==> src/rtl/ising_run_ctrl.sv <==
// Run sequencer for one Ising anneal: streams weights into core_matrix,
// holds the oscillators in reset, runs them, then captures the spin vector.
module ising_run_ctrl #(
  parameter int unsigned N           = 8,
  parameter logic [31:0] ADDR_BASE   = 32'h0000_0000,
  parameter int unsigned RST_HOLD    = 4,
  parameter int unsigned SYNC_STAGES = 2
) (
  input  logic          clk,
  input  logic          axi_rst,
  input  logic          start,
  input  logic          abort,
  input  logic [15:0]   load_count,
  input  logic [31:0]   run_cycles,
  input  logic          w_valid,
  output logic          w_ready,
  input  logic [15:0]   w_s,
  input  logic [14:0]   w_d,
  input  logic [31:0]   w_data,
  output logic          wready,
  output logic [31:0]   wr_addr,
  output logic [31:0]   wdata,
  output logic          ising_rstn,
  input  logic [N-1:0]  outputs_ver,
  output logic          busy,
  output logic          done,
  output logic [N-1:0]  result,
  output logic          idx_err
);

  localparam int unsigned HW = $clog2(RST_HOLD + 1);

  typedef enum logic [2:0] {IDLE, LOAD, HOLD, RUN, CAPTURE} state_t;

  state_t        state, state_nx;
  logic [15:0]   load_cnt;
  logic [31:0]   run_cnt;
  logic [HW-1:0] hold_cnt;
  logic [N-1:0]  sync_q [SYNC_STAGES];
  logic          accept;
  logic          beat;
  logic          in_range;

  assign w_ready    = (state == LOAD);
  assign busy       = (state != IDLE);
  assign ising_rstn = (state == RUN);
  assign accept     = (state == IDLE) && start && !abort;
  assign beat       = w_ready && w_valid && !abort;
  assign in_range   = ({16'd0, w_s} < 32'(N)) && ({17'd0, w_d} < 32'(N));

  always_comb begin
    state_nx = state;
    if (abort && state != IDLE) begin
      state_nx = IDLE;
    end else begin
      case (state)
        IDLE:    if (accept) state_nx = (load_count != '0) ? LOAD : HOLD;
        LOAD:    if (w_valid && load_cnt == 16'd1) state_nx = HOLD;
        HOLD:    if (hold_cnt == HW'(RST_HOLD - 1)) state_nx = RUN;
        RUN:     if (run_cnt == 32'd1) state_nx = CAPTURE;
        CAPTURE: state_nx = IDLE;
        default: state_nx = IDLE;
      endcase
    end
  end

  always_ff @(posedge clk) begin
    if (axi_rst) state <= IDLE;
    else         state <= state_nx;
  end

  always_ff @(posedge clk) begin
    if (axi_rst) begin
      load_cnt <= '0;
      run_cnt  <= '0;
      hold_cnt <= '0;
      wready   <= 1'b0;
      wr_addr  <= '0;
      wdata    <= '0;
      done     <= 1'b0;
      result   <= '0;
      idx_err  <= 1'b0;
    end else begin
      wready   <= 1'b0;
      done     <= 1'b0;
      hold_cnt <= '0;
      if (accept) begin
        load_cnt <= load_count;
        run_cnt  <= (run_cycles == '0) ? 32'd1 : run_cycles;
        idx_err  <= 1'b0;
      end
      // Out-of-range beats are consumed (count advances) but never strobed.
      if (beat) begin
        if (load_cnt != '0) load_cnt <= load_cnt - 16'd1;
        if (in_range) begin
          wready  <= 1'b1;
          wr_addr <= ADDR_BASE | {1'b0, w_d, w_s};
          wdata   <= w_data;
        end else begin
          idx_err <= 1'b1;
        end
      end
      if (state == HOLD && !abort && hold_cnt != HW'(RST_HOLD - 1))
        hold_cnt <= hold_cnt + HW'(1);
      if (state == RUN && !abort && run_cnt != 32'd1)
        run_cnt <= run_cnt - 32'd1;
      if (state == CAPTURE && !abort) begin
        result <= sync_q[SYNC_STAGES-1];
        done   <= 1'b1;
      end
    end
  end

  always_ff @(posedge clk) begin
    if (axi_rst) begin
      for (int unsigned i = 0; i < SYNC_STAGES; i++) sync_q[i] <= '0;
    end else begin
      sync_q[0] <= outputs_ver;
      for (int unsigned i = 1; i < SYNC_STAGES; i++) sync_q[i] <= sync_q[i-1];
    end
  end

endmodule

==> config.mk <==
export PLATFORM = sky130hd
export DESIGN_NAME = ising_run_ctrl
export DESIGN_NICKNAME = d
export VERILOG_FILES = /design/src/rtl/ising_run_ctrl.sv
export SDC_FILE = /design/constraint.sdc
export NUM_CORES = 1
export LEC_CHECK = 0
export ABC_AREA = 0
export CORE_ASPECT_RATIO = 0.7
export CORE_MARGIN = 10
export CORE_UTILIZATION = 46
export DETAILED_ROUTE_END_ITERATION = 12
export PLACE_DENSITY = 0.79
export SYNTH_ARGS = -nofsm -noshare
export SYNTH_HDL_FRONTEND = slang
export SYNTH_SLANG_ARGS = --single-unit
==> constraint.sdc <==
create_clock -name clk -period 3.4 [get_ports clk]
set_input_delay 0.68 -clock clk [delete_from_list [all_inputs] [get_ports clk]]
set_output_delay 0.68 -clock clk [all_outputs]
set_load 0.01 [all_outputs]
### After elaboration in Yosys (flattened, before gate mapping)

Memory sizes are Yosys's and may differ from the RTL's. A register that Yosys moved wholly into a read port is not among the register bits.
Cells that the tools add are included.

* shift-type cells: 0
* add/sub/neg operators: 3
* reductions and logical operators: 24
* bitwise logic cells: 4
* multipliers: 0
* div/mod/pow operators: 0
* eq/ne operators: 13
* multiplexer cells: 22
* $lt $le $gt $ge: 2

Operators with widths (count)
* $mux 32: 3
* $mux 16: 3
* $eq 32x1->1 const B: 1
* $logic_not 32->1: 1
* $ne 32x1->1 const B: 1
* $reduce_bool 16->1: 2
* $sub 32x1->32 const B: 1
* $eq 16x1->1 const B: 1
* $lt 16x4->1 const B: 1
* $mux 8: 2
* $sub 16x1->16 const B: 1
* $lt 15x4->1 const B: 1
* $logic_and 1x1->1: 12
* $mux 3: 4
* $pmux 3 s4: 1
* $eq 3x2->1 const B: 3
* $mux 1: 8
* $reduce_or 2->1: 3
* $ne 2x1->1 const B: 2
* $ne 2x2->1 const B: 2
* $reduce_and 4->1: 1
* $add 3x1->3 const B: 1
* $eq 3x1->1 const B: 1
* $eq 3x3->1 const B: 1
* other kinds (9): 11

* memories: 1
* memory bits (writable): 16
* output and inout port bits: 78
* bits in read-only memories: 0
* flip-flop bits (word level): 120
* bits in latches: 0

Memories
* sync_q: depth 2, width 8, read ports 2, clocked after Yosys merged registers in 1, wr ports 2, line 39 `logic [N-1:0] sync_q [SYNC_STAGES];`

### Longest topological paths before layout

Gate-level depths: netlist of the first run.

* depth in word-level cells: 6
* gate-level depth with buffers: 10
* mapped depth without buffers: 8

### Least setup slack after synthesis of the first run

OpenSTA, ideal clock, no wires.

* kind: input to register
* start: in abort
* end: reg wdata[10]
* path buffers: 3
* setup slack: 0.785 ns
* library setup time: 0.128 ns
* required time: 3.272 ns
* cell stages on the path: 8
* arrival time: 2.488 ns
* cells stage by stage: clkbuf_1 > nor2_1 > nand4b_1 > nor3_1 > clkbuf_1 > buf_2 > mux2i_1 > nor2_1

* word-level cells in the longest chain between the ends: 3

RTL lines
* start: declaration: line 12 `input logic abort,`
* $logic_not 1->1: line 48 `assign beat = w_ready && w_valid && !abort;`
* $logic_and 1x1->1: line 48
* $reduce_and 2->1 (no line)
* end signal: assignment: line 98 `wdata <= w_data;`
* end: declaration: line 22 `output logic [31:0] wdata,`

No other way between the ends.
A chain may end at the register's enable or synchronous reset.

### Worst setup path in the final report of the first run

* start: reg run_cnt[0]
* end: reg run_cnt[2]

* word-level cells in the longest chain between the ends: 3
* elaborated cells between the ends (all ways): 5

RTL lines
* start: declaration: line 37 `logic [31:0] run_cnt;`
* start signal: assignment: line 89 `run_cnt <= (run_cycles == '0) ? 32'd1 : run_cycles;`
* start signal: assignment: line 106 `run_cnt <= run_cnt - 32'd1;`
* parallel branches: the longest is 3 deep, another holds $sub 32x1->32

Parallel ways; which one is timed is not known.

==> results_dict.tcl, run 1 <==
set metrics [dict create \
    fmax_ghz 0.321 \
    rsz0062_at_grt "no" \
    worstHoldPathType "reg2reg" \
    tritoncts "built" \
    synth.most_common_cell "dfxtp_1" \
    final_util_pct 69.8 \
    end_kind "flop" \
    ys_ff_latch 144 \
    setup_viol 0 \
    drt-wirelength-per-cell_microns 20.2 \
    postCtsResizedCells 0 \
    required_ps 3680 \
    p_leak_uw 0.00313 \
    dr_total_vias 5989 \
    synth_common_cells "dfxtp_1 (144), nor2_1 (77), nand2_1 (60)" \
    hold-path-endpoint "result[6]" \
    drcViolationCount 0 \
    via_per_inst 5.75 \
    power_density_nw_per_um2 478 \
    io_pins 202 \
    final_cells 1042 \
    cts_buffers 17 \
    numPortBuffers 200 \
    timing.rr.end "run_cnt[2]" \
    clock-sinks 144 \
    design.core.area_sq_um 12600 \
    arrival_ps 3390 \
    drtIter0Drc 707 \
    path_class "reg2reg" \
    power_frac_clock_pct 44.0 \
    fillers 963 \
    grt_max_degree 56 \
    nNetsFinal 998 \
    synth_nets 799 \
    holdWs_ps 443 \
    max-cap-violations 0 \
    cts-htree-levels 4 \
    grt_overflow 0 \
    min_path_cells 2 \
    clock_latency_ps 420 \
    dpl_cell_area_sq_um 8230 \
    yosysSeqAreaShare_pct 47.7 \
    dpl.hpwl_microns 15900 \
    synth.mux.area_fraction_pct 6.48 \
    final_max_slew_viol_count 0 \
    finish.instance_area_sq_um 8820 \
    antenna_cells 0 \
    period_minus_slack_ps 3110 \
    ant_nets 0 \
    synthAdderAreaFrac_pct 1.45 \
    fin_tns_setup_ps 0 \
    area_delta_synth_final_pct 45.9 \
    wirelength_microns 21100 \
    synth_cell_types 57 \
    syn_area_sq_um 6050 \
    rr_worst_depth 7 \
    drive_above_1_share_pct 6.82 \
    yosys_warnings 0 \
    dpl.cell_count 1010 \
    syn_inst 668 \
    p_sw_uw 1150 \
    status "finished clean" \
    postCtsSetupRepairBufs 0 \
    pwr-share-seq_pct 42.4 \
    start_kind "flop" \
    synth_ff_type "dfxtp_1" \
    grt_usage_pct 22.2 \
    gp_routability_congestion 0.912 \
    slew_headroom_pct 41.8 \
    die_area_sq_um 18200 \
    worst_pin_slew_ps 865 \
    synthTopCellsByArea "dfxtp_1 (48%), mux2i_1 (6.3%), nor2_1 (4.8%), nand2_1 (3.7%), nor4_1 (3.0%)" \
    synth_top_family_by_area "simple AND/OR/NAND/NOR gates" \
    synth-edff-count 0 \
    clk_pin_slew_ps 70 \
    hp-start "sync_q[1][6]" \
    synthSimpleGateAreaFrac_pct 25.6 \
    die_y_microns 116 \
    synth_top_area_share_pct 47.7 \
    root_buffer "clkbuf_16" \
    initial_utilization_pct 47.9 \
    async_flop_share_pct 0 \
    clockBufferDepth 2 \
    synth.largest_area_cell "dfxtp_1" \
    synth_compound_area_share_pct 15.0 \
    grt_pass1_vias 5990 \
    firstDrtPassIters 7 \
    reg2reg_from "run_cnt[0]" \
    post-route-period-util_pct 91.5 \
    syn_area_per_cell_sq_um 9.05 \
    postCtsHoldBufs 0 \
    antenna_found_initial 0 \
    finClkSkew_ps 9.87 \
    p_int_uw 3070 \
    swShare_pct 27.2 \
    ir_drop_mv 0.322 \
    path_max_fanout 15 \
    grt_pass1_wl_microns 32200 \
    synthXorXnorAreaFrac_pct 0.435 \
    fp.dieW_microns 157 \
    hold_violations 0 \
    pwr-share-comb_pct 13.6 \
    rrSetupSlack_ps 290 \
    fp-row-count 34 \
]
-- metal layers --
| layer | global-route usage (%) | routed length, microns |
|---|---|---|
| met1 | 28.4 | 8820 |
| met3 | 6.74 | 1880 |
| met4 | 5.96 | 155 |
| met2 | 36.0 | 10200 |
| met5 | 0 | 0 |
-- per-stage QoR --
stage          power (uW)  setup WS [ps]
2_1_floorplan        2100            785
3_3_place_gp         2360            411
3_5_place_dp         2380            305
4_1_cts              4230            414
5_1_grt              4360            257
6_report             4210            289
-- layout make-up --
type	instances	area, sq um	share of cell area [%]
tap	162	203	2.30
sequential	144	2880	32.7
clock buffer	18	439	4.98
timing repair buffer	217	2140	24.3
clock inverter	14	151	1.72
inverter	9	33.8	0.383
multi-input combinational	478	2970	33.7
-- kinds of logic (layout without fill, tap and decap cells) --
family | Yosys count | after routing
xor+xnor | 3 | 3
simple gates | 300 | 300
buf+inv | 46 | 258
compound gates | 128 | 128
mux | 39 | 39
fa+ha+maj | 7 | 7
flops | 144 | 144
other cells | 1 | 1
-- placed cells by master, fill, tap and decap left out, types with 9 or more instances in the layout --
master           count
nand3_1             12
o21ai_0             16
a21oi_1             29
nand2_1             60
a31oi_1             16
mux2i_1             38
dfxtp_1            144
or3_1               15
clkbuf_16           17
nor2b_1             21
nor3_1              18
and2_1              27
o311ai_0            11
nor4_1              29
nand4_1              9
buf_4               17
nor2_1              77
o211ai_1            14
clkdlybuf4s50_1    199
inv_1                9
-- registers in the layout, indices dropped and copies added, names as in the netlist, 3 cells and up --
register / flops
load_cnt: 16
wr_addr: 31
state: 3
hold_cnt: 3
result: 8
run_cnt: 32
sync_q: 16
wdata: 32
-- worst max-delay path: stages, from the launching register on --
cell and delay, ps:
dfxtp_1 440, ha_1 190, nor4b_1 490, nand4_1 310, or3_1 640, a21boi_4 540
o21ai_0 210, o311ai_0 160
-- how the worst max path moves through the flow --
| stage | startpoint | endpoint | slack, ps | depth (start not counted) |
|---|---|---|---|---|
| after floorplan | abort | wdata[10] | 780 | 8 |
| after global placement | abort | load_cnt[14] | 410 | 8 |
| after detailed placement | abort | load_cnt[10] | 310 | 8 |
| after CTS | run_cnt[24] | run_cnt[2] | 410 | 6 |
| after global routing | run_cnt[0] | run_cnt[2] | 260 | 7 |
| final | run_cnt[0] | run_cnt[2] | 290 | 7 |
-- power by group through the flow --
stage               Combinational, uW  Clock, uW  Sequential [uW]
floorplan                         295          0             1810
global placement                  540          0             1820
detailed placement                556          0             1820
CTS                               561       1880             1780
global route                      619       1950             1790
finish                            572       1860             1790
Power figures use the tool's default switching activity.
==> run 2, diff against run 1 <==
--- a/config.mk
+++ b/config.mk
@@ -6,9 +6,11 @@
 export NUM_CORES = 1
 export LEC_CHECK = 0
 export ABC_AREA = 0
+export ABC_CLOCK_PERIOD_IN_PS = 3400
 export CORE_ASPECT_RATIO = 0.7
-export CORE_MARGIN = 10
+export CORE_MARGIN = 5
 export CORE_UTILIZATION = 46
+export CTS_CLUSTER_SIZE = 8
 export DETAILED_ROUTE_END_ITERATION = 12
 export PLACE_DENSITY = 0.79
 export SYNTH_ARGS = -nofsm -noshare
==> run 2 against run 1 <==
  * Worst hold slack worse by 7.6 ps
  * Core utilization shrank 1.8 points
  * Global-route usage up 1.9 points
  * Die area fell by 14%
  * Combinational power decreased by 2%
==> results_dict.tcl, run 2 (same netlist as run 1, synthesis figures left out) <==
set metrics [dict create \
    status "finished clean" \
    die_y_microns 106 \
    pwr-share-comb_pct 13.1 \
    clk_pin_slew_ps 60 \
    period_minus_slack_ps 3070 \
    grt_overflow 0 \
    finClkSkew_ps 13.0 \
    fillers 1038 \
    path_buf_inv 0 \
    via_per_inst 5.62 \
    fp-row-count 35 \
    worst_pin_slew_ps 1130 \
    clock_latency_ps 420 \
    cts_buffers 17 \
    fmax_ghz 0.325 \
    cts-htree-levels 4 \
    firstDrtPassIters 5 \
    postCtsSetupRepairBufs 0 \
    final_common_cell "clkdlybuf4s50_1" \
    final_max_slew_viol_count 0 \
    numPortBuffers 200 \
    io_pins 202 \
    start_kind "flop" \
    drive_above_1_share_pct 6.61 \
    max-cap-violations 0 \
    p_int_uw 3130 \
    dpl.hpwl_microns 14000 \
    swShare_pct 26.8 \
    p_leak_uw 0.00315 \
    multi_input_area_sq_um 2980 \
    nNetsFinal 995 \
    crit_family "simple AND/OR/NAND/NOR gates" \
    fin_tns_setup_ps 0 \
    clock-sinks 144 \
    post-route-period-util_pct 90.4 \
    grt_pass1_wl_microns 30300 \
    design.core.area_sq_um 13000 \
    grt_usage_pct 24.1 \
    clockBufferDepth 2 \
    power_density_nw_per_um2 484 \
    grt_pass1_vias 5646 \
    path_class "reg2reg" \
    cp_common_cell "or4_4" \
    max_stage_delay_ps 640 \
    most-common-layout-cells "clkdlybuf4s50_1 (199), dfxtp_1 (144), nor2_1 (77)" \
    initial_utilization_pct 46.5 \
    gp_routability_congestion 0.973 \
    arrival_ps 3390 \
    final_cells 1043 \
    hold_violations 0 \
    setup_viol 0 \
    die_area_sq_um 15600 \
    regArea_sq_um 2880 \
    antenna_cells 0 \
    ant_nets 0 \
    slew_headroom_pct 24.2 \
    path_cells "or4_4 > or4_4 > or3_1 > a21boi_4 > o21ai_0 > o311ai_1" \
    drt-wirelength-per-cell_microns 18.3 \
    reg_top3 "run_cnt x32, wdata x32, wr_addr x31" \
    p_sw_uw 1150 \
    wirelength_microns 19100 \
    end_kind "flop" \
    drcViolationCount 0 \
    antenna_found_initial 0 \
    tritoncts "built" \
    slowest_stage "or3_1" \
    dr_total_vias 5865 \
    area_delta_synth_final_pct 46.2 \
    required_ps 3710 \
    power_frac_clock_pct 45.1 \
    drtIter0Drc 426 \
    grt_max_degree 61 \
    path_max_fanout 15 \
    fp.dieW_microns 147 \
    worstHoldPathType "reg2reg" \
    pwr-share-seq_pct 41.7 \
    root_buffer "clkbuf_16" \
    dpl.cell_count 1011 \
    rsz0062_at_grt "no" \
    ir_drop_mv 0.362 \
]
[run 2: changes by cell type in the layout (fill, tap and decap cells not counted), sizes merged]
cell | before | now
clkbuf | 18 | 17
clkinvlp | 4 | 1
bufinv | 1 | 2
buf | 18 | 15
inv | 15 | 18
[run 2: tightest hold or removal path, cell delays in order (launching register included)]
cell	delay, ps
dfxtp_1	300
nand2_1	50
a21oi_1	50
[run 2: cell type report]
| class | instances | share of cell area, % |
|---|---|---|
| Tap cell | 166 | 2.35 |
| Timing Repair Buffer | 214 | 23.9 |
| Inverter | 9 | 0.382 |
| Clock inverter | 15 | 2.15 |
| Clock buffer | 17 | 4.81 |
| Sequential cell | 144 | 32.6 |
| Multi-Input combinational cell | 478 | 33.8 |
[run 2: path summary, 6_finish.rpt]
kind	start	to	slack, ps	cells past startpoint
worst max-delay path	run_cnt[24]	run_cnt[14]	330	6
worst min-delay path	sync_q[1][1]	result[1]	440	2
worst max register to register	run_cnt[24]	run_cnt[14]	330	6
worst min register to register	sync_q[1][1]	result[1]	440	2
[run 2: timing repair]
action,in CTS,in global routing
gates resized for setup,0,1
endpoints found under the setup margin,0,2
hold buffers,0,0
hold endpoints to repair,0,0
[run 2: per-stage QoR]
stage	total power [uW]	area (sq um)	utilization (%)	hold WS, ps	worst slack, ps
2_1_floorplan	2100	6050	-	398	785
3_3_place_gp	2360	8220	63.2	417	398
3_5_place_dp	2370	8220	63.2	424	321
4_1_cts	4300	8830	67.9	438	360
5_1_grt	4460	8840	68.0	459	249
6_report	4280	8840	68.0	435	327
[run 2: power groups by stage]
stage / sequential (uW) / clock (uW) / combinational [uW]
after CTS: 1780 / 1960 / 553
after floorplan: 1810 / 0 / 295
final: 1790 / 1930 / 563
after global routing: 1790 / 2060 / 610
after global placement: 1820 / 0 / 540
after detailed placement: 1820 / 0 / 548
[run 2: routing by layer]
layer  routed length (microns)  global-route usage [%]  vias to the layer above
met3                      1710                    8.18                       17
met4                       258                    6.85                        0
li1                          -                       -                     2843
met2                      8660                    36.7                      253
met1                      8480                    32.9                     2752
met5                         0                       0                        -
==> run 3, diff against run 2 <==
--- a/config.mk
+++ b/config.mk
@@ -13,6 +13,7 @@
 export CTS_CLUSTER_SIZE = 8
 export DETAILED_ROUTE_END_ITERATION = 12
 export PLACE_DENSITY = 0.79
+export SETUP_SLACK_MARGIN = 0.05
 export SYNTH_ARGS = -nofsm -noshare
 export SYNTH_HDL_FRONTEND = slang
 export SYNTH_SLANG_ARGS = --single-unit
==> results of run 3 <==
Final layout, timing and power as in run 2 (identical DEF).
